## config.mk

```make
export PLATFORM = sky130hd
export DESIGN_NAME = mux_rr_arbiter
export DESIGN_NICKNAME = d
export VERILOG_FILES = /design/src/rtl/mux_rr_arbiter.sv
export SDC_FILE = /design/constraint.sdc
export NUM_CORES = 1
export LEC_CHECK = 0
export CAP_MARGIN = 20
export CORE_MARGIN = 1.5
export CORE_UTILIZATION = 48
export DETAILED_ROUTE_END_ITERATION = 6
export PLACE_DENSITY = 0.76
export SYNTH_ARGS = -nofsm -noshare
export SYNTH_HDL_FRONTEND = slang
export SYNTH_SLANG_ARGS = --single-unit
```

## constraint.sdc

```tcl
create_clock -name clk -period 3.1 [get_ports clk]
set_clock_uncertainty 0.2 [all_clocks]
set_input_delay 0.93 -clock clk [delete_from_list [all_inputs] [get_ports clk]]
set_output_delay 0.93 -clock clk [all_outputs]
set_load 0.005 [all_outputs]
```

## src/rtl/mux_rr_arbiter.sv

```systemverilog
// Round-robin arbiter owning the 4:1 mux select lines; grant and address registered, one cycle after request.
// Optional forced release of long-held grants is built when ARB_TIMEOUT_EN is defined.
module mux_rr_arbiter #(
  parameter int HOLD_MAX = 8,
  parameter int CNT_W    = 4
) (
  input  logic       clk,
  input  logic       reset,
  input  logic [3:0] req,
  input  logic       ack,
  output logic       address0,
  output logic       address1,
  output logic [3:0] grant,
  output logic       grant_valid,
  output logic       timeout
);

  typedef enum logic {
    IDLE  = 1'b0,
    GRANT = 1'b1
  } state_t;

  localparam bit CfgOk = (HOLD_MAX >= 2) && (HOLD_MAX <= (1 << CNT_W));

  state_t     state_q;
  logic [1:0] ptr_q;
  logic [1:0] idx_q;
  logic [3:0] grant_q;
  logic       timeout_q;

  logic [1:0] nxt_ptr;
  logic [2:0] idle_pick;
  logic [2:0] rel_pick;
  logic       to_ev;
  logic       release_ev;

  // Returns {found, index}: first set bit of r scanning base, base+1, ... mod 4.
  function automatic logic [2:0] pick(input logic [3:0] r, input logic [1:0] base);
    logic [2:0] res;
    logic [1:0] c;
    res = 3'b000;
    for (int k = 3; k >= 0; k--) begin
      c = base + 2'(k);
      if (r[c]) res = {1'b1, c};
    end
    return res;
  endfunction

  assign nxt_ptr   = idx_q + 2'd1;
  assign idle_pick = pick(req, ptr_q);
  assign rel_pick  = pick(req, nxt_ptr);

`ifdef ARB_TIMEOUT_EN
  logic [CNT_W-1:0] cnt_q;
  logic [CNT_W-1:0] cnt_d;

  assign to_ev = CfgOk && (state_q == GRANT) && (cnt_q == CNT_W'(HOLD_MAX - 1))
                 && !ack && req[idx_q];

  always_comb begin
    cnt_d = '0;
    if (state_q == GRANT && !release_ev) cnt_d = cnt_q + 1'b1;
  end

  always_ff @(posedge clk) begin
    if (reset) cnt_q <= '0;
    else       cnt_q <= cnt_d;
  end
`else
  // Without the timeout build a grant is held until ack or withdraw.
  assign to_ev = 1'b0 && CfgOk;
`endif

  assign release_ev = ack || !req[idx_q] || to_ev;

  always_ff @(posedge clk) begin
    if (reset) begin
      state_q   <= IDLE;
      ptr_q     <= 2'd0;
      idx_q     <= 2'd0;
      grant_q   <= 4'b0000;
      timeout_q <= 1'b0;
    end else begin
      timeout_q <= 1'b0;
      case (state_q)
        IDLE: begin
          if (idle_pick[2]) begin
            idx_q   <= idle_pick[1:0];
            grant_q <= 4'b0001 << idle_pick[1:0];
            state_q <= GRANT;
          end
        end
        GRANT: begin
          if (release_ev) begin
            ptr_q     <= nxt_ptr;
            timeout_q <= to_ev;
            // Re-arbitrate on the release edge so back-to-back grants have no bubble.
            if (rel_pick[2]) begin
              idx_q   <= rel_pick[1:0];
              grant_q <= 4'b0001 << rel_pick[1:0];
            end else begin
              grant_q <= 4'b0000;
              state_q <= IDLE;
            end
          end
        end
        default: state_q <= IDLE;
      endcase
    end
  end

  assign address0    = idx_q[0];
  assign address1    = idx_q[1];
  assign grant       = grant_q;
  assign grant_valid = |grant_q;
  assign timeout     = timeout_q;

endmodule

```

## Yosys cells after proc, flatten, opt, wreduce, memory -nomap -nowiden

Index checks and enable logic that the tools add are counted.
Widths: inputs -> output; s select.

- $add $sub $neg: 7
- $lt $le $gt $ge: 9
- Eq/ne operators: 3
- Shift operators: 2
- Muxes and demuxes: 38
- Bitwise gates (word level): 1
- Reduce and logical (&&, ||, !) cells: 6

Operator list:

| kind | count |
|---|---|
| $lt 2x3->1 const B | 9 |
| $mux 3 | 8 |
| $bmux 1 s2 | 9 |
| $mux 1 | 12 |
| $mux 4 | 3 |
| $add 2x2->2 const B | 4 |
| $pmux 4 s2 | 1 |
| $shl 1x2->4 const A | 2 |
| $add 2x1->2 const B | 3 |
| $mux 2 | 3 |
| $ne 2x1->1 const B | 2 |
| $pmux 2 s2 | 1 |
| $reduce_and 2->1 | 2 |
| $reduce_or 4->1 | 1 |
| $reduce_and 3->1 | 1 |
| $ne 2x2->1 const B | 1 |
| $pmux 1 s2 | 1 |
| $logic_not 1->1 | 1 |
| $logic_or 1x1->1 | 1 |
| $not 1->1 | 1 |

- Register bits after elaboration: 9
- Logic and storage cells: 70

## Longest topological paths before layout

- Depth in word-level cells: 12
- Depth in mapped cells: 7
- Gate-level depth less buffers: 5

## Worst setup path before layout

Ideal clock, no wire load.

- Path kind: input -> register
- From: input port req[1]
- To: register grant_q[1], in the netlist grant[1]
- Library setup time: 88 ps
- Data arrival time: 2225 ps
- Required time: 2812 ps
- Slack: 587 ps
- Stages: 7
- Cells stage by stage: clkbuf_1 > mux2_4 > a221oi_4 > or2_1 > buf_6 > nor2_2 > a311oi_2

- Longest elaborated chain between the ends: 10
- Elaborated cells on any way between the ends: 37
- Those cells by class: 2 x eq/ne; 2 x shift; 30 x mux; 3 x reduce/logical

Ends and longest elaborated chain:

| what | RTL line | source |
|---|---|---|
| start, declared | 9 | `input logic [3:0] req,` |
| $bmux 1 s2 | 44 | `if (r[c]) res = {1'b1, c};` |
| $mux 1 (not written as such) | 44 |  |
| $mux 3 (4 in series) | 44 |  |
| $shl 1x2->4 | 100 | `grant_q <= 4'b0001 << rel_pick[1:0];` |
| $mux 4 | 98 | `if (rel_pick[2]) begin` |
| $mux 4 | 94 | `if (release_ev) begin` |
| $pmux 4 s2 | 85 | `case (state_q)` |
| end signal, assigned | 89 | `grant_q <= 4'b0001 << idle_pick[1:0];` |
| end signal, assigned | 100 |  |
| end, declared | 28 | `logic [3:0] grant_q;` |

Parallel ways exist; a longest one is shown, timed or not. The select of a mux whose other input is x is not followed.
A chain may end at the register's enable or synchronous reset.

## Worst setup path in the final report

- From: register grant_q[3], in the netlist grant[3]
- To: output port grant_valid

- Longest elaborated chain between the ends: 1

Ends and longest elaborated chain:

| what | RTL line | source |
|---|---|---|
| $reduce_or 4->1 | 115 | `assign grant_valid = \|grant_q;` |
| end, declared | 14 | `output logic grant_valid,` |

No other way between the ends.

==> impl_results.md <==
* First drt pass iteration count at 4
* Initial Utilization at 52.2%
* Layout area overhead at 20.7%
* Synth unique cells at 38
* Synth Net Count at between 90 and 100
* FMAX at 367 MHz
* Routed Antenna Nets at 0
* Status: finished, final reports clean
* Synth warn at 0
* Top post-synthesis cells by area: dfxtp_1, nor2_1, nor2b_1, a311oi_2, mux2_4
* Num CTS Buffers at 3
* Seq/Total Area, Yosys at 25.9%
* Startpoint Class: flip-flop
* CTS root buf: clkbuf_4
* Die Area at roughly 1700 um2
* Area leader, netlist: dfxtp_1
* Final WL at 1620 um
* Largest net degree at the start of global routing at 12
* Detail Placement HPWL at 1230 um
* Core ar. at 1330 um2
* Final core utilization at 62.9%
* Final Max Tran Viols at 0
* Post-synth top area share at 25.9%
* Max clock buf depth at 2
* Sink Count at 9
* Vias in the first global route at 540
* WL/cell at ~14 um
* Post-Syn Area at between 600 and 700 um2
* HP Class: reg -> reg
* FP Rows at 13
* Commonest cells in the netlist: nor2_1, dfxtp_1, nor2b_1
* Crit Path Category: reg -> out
* Synth Register Bits at 9
* Initial antenna violation count at 0
* Resized Gates After CTS at 0
* Setup TNS Final at 0 ps
* CP Capture Type: output pin
* Die Width at 41.1 um
* Slew margin rel. at 64.4%
* Final period util at between 80% and 90%
* DRT iter0 DRCs at 33
* Multi-input gate area at 454 um2
* DR vias/cell at 5.95
* FF/Latch Area at 180 um2
* Hold Vio Cnt, Final at 0
* Worst-skew pair later-pin latency at 260 ps
* GPL Wtd Cong at 0.853
* Max-capacitance violation count at 0
* Setup violators final at 0
* Vias at 672
* Clock transition at the registers of the reported paths at about 70 ps
* # diodes at 0
* Mapped Cells at 86
* CTS tree: done
* Syn avg cell area at 8.09 um2
* Share of synthesized registers carrying an async set or reset at 0%
* Peak supply drop at ~0.00028 V
* Crit path time final at 2720 ps
* P per Cell Area at approximately 460 nW/um2
* Crit path DAT at ~1600 ps
* Worst Path Required at between 1500 and 2000 ps
* DRC Markers at 0
* RSZ-0062 raised after global routing: no
* Number of hold-repair buffers added at the cts stage at 0
* Post-synth EDFFs at 0
* Buffer count from post-CTS setup fixing at 0
* GRT Residual Overflow at 0
* IO Port Bufs at 13
* IO Count at 15
* First-pass GRT wire length at 2360 um
* Worst-path fanout max at 3
* Post-synth top flop: dfxtp_1
* Most frequent cell after synthesis: nor2_1
* Fill count at 130
* Fraction of final layout cells sized beyond drive strength 1 at 14.3%
* CTS H-tree lvls at 1
* Die height at 41.1 um
* Total Routing Usage GR at about 22%
* Slew of the pin with the lowest slew margin at 528 ps
* Pleak at 0.319 nW
* Nets@finish at about 110
==> worst paths after layout <==
kind	from	to	slack [ps]	depth (start not counted)
worst max register to register	idx_q[0]$_SDFFE_PP0P_	grant[3]$_SDFFE_PP0P_	1020	5
worst min-delay path	ptr_q[0]$_SDFFE_PP0P_	ptr_q[0]$_SDFFE_PP0P_	320	2
worst min register to register	ptr_q[0]$_SDFFE_PP0P_	ptr_q[0]$_SDFFE_PP0P_	320	2
worst max-delay path	grant[3]$_SDFFE_PP0P_	grant_valid	380	2
==> through the flow <==
stage / cell area [um2] / total power, mW / std cells / hold WS (ps) / worst slack, ps
2_1_floorplan: 696 / 0.244 / 86 / 291 / 587
3_3_place_gp: 813 / 0.289 / 109 / 312 / 120
3_5_place_dp: 813 / 0.290 / 109 / 319 / 116
4_1_cts: 840 / 0.386 / 113 / 327 / 380
5_1_grt: 840 / 0.408 / 113 / 356 / 285
6_report: 840 / 0.385 / 113 / 323 / 378
==> where the power goes <==
group	leakage [nW]	switching (mW)	total, mW	internal, mW
Sequential	0.0747	0.0198	0.149	0.130
Combinational	0.229	0.0641	0.140	0.0760
Clock	0.0150	0.0461	0.0959	0.0497
Total	0.319	0.130	0.385	0.255
==> layout by cell type (no fill, tap or decap), types with 3 or more instances in the layout <==
cell	instances
nor2_1	14
clkdlybuf4s50_1	13
dfxtp_1	9
nor2b_1	6
nand2_1	4
inv_1	4
a21oi_1	4
nand2b_1	3
a211oi_1	3
clkbuf_4	3
==> cell type report <==
type	instances	share of cell area, %
well taps	15	2.24
flip-flops and latches	9	21.5
inverters	4	1.79
repair buffers	15	17.3
multi-input cells	66	54.1
clock buffers	4	3.13
==> flip-flops by register name (all words and copies together) (netlist names) <==
register / cells
grant: 4
idx_q: 2
ptr_q: 2
state_q: 1
==> layer usage <==
metal	vias up	track usage, %	routed length, um
met2	24	28.9	694
li1	329	-	-
met3	6	6.52	92
met1	313	31.0	791
met4	0	12.5	38
met5	-	0	0
==> logic make-up after synthesis <==
group,share of synthesized area [%]
and+or+nand+nor,26.6
AOI/OAI and AO/OA,32.6
buffers and inverters,8.81
DFF,25.9
muxes,4.32
xor gates and xnor gates,1.26
other,0.539
==> worst max-delay path: stages (launching register included) <==
cell	delay (ps)
dfxtp_1	340
or4_1	510
clkdlybuf4s50_1	470
No activity file was read; power rests on OpenSTA's default activity.
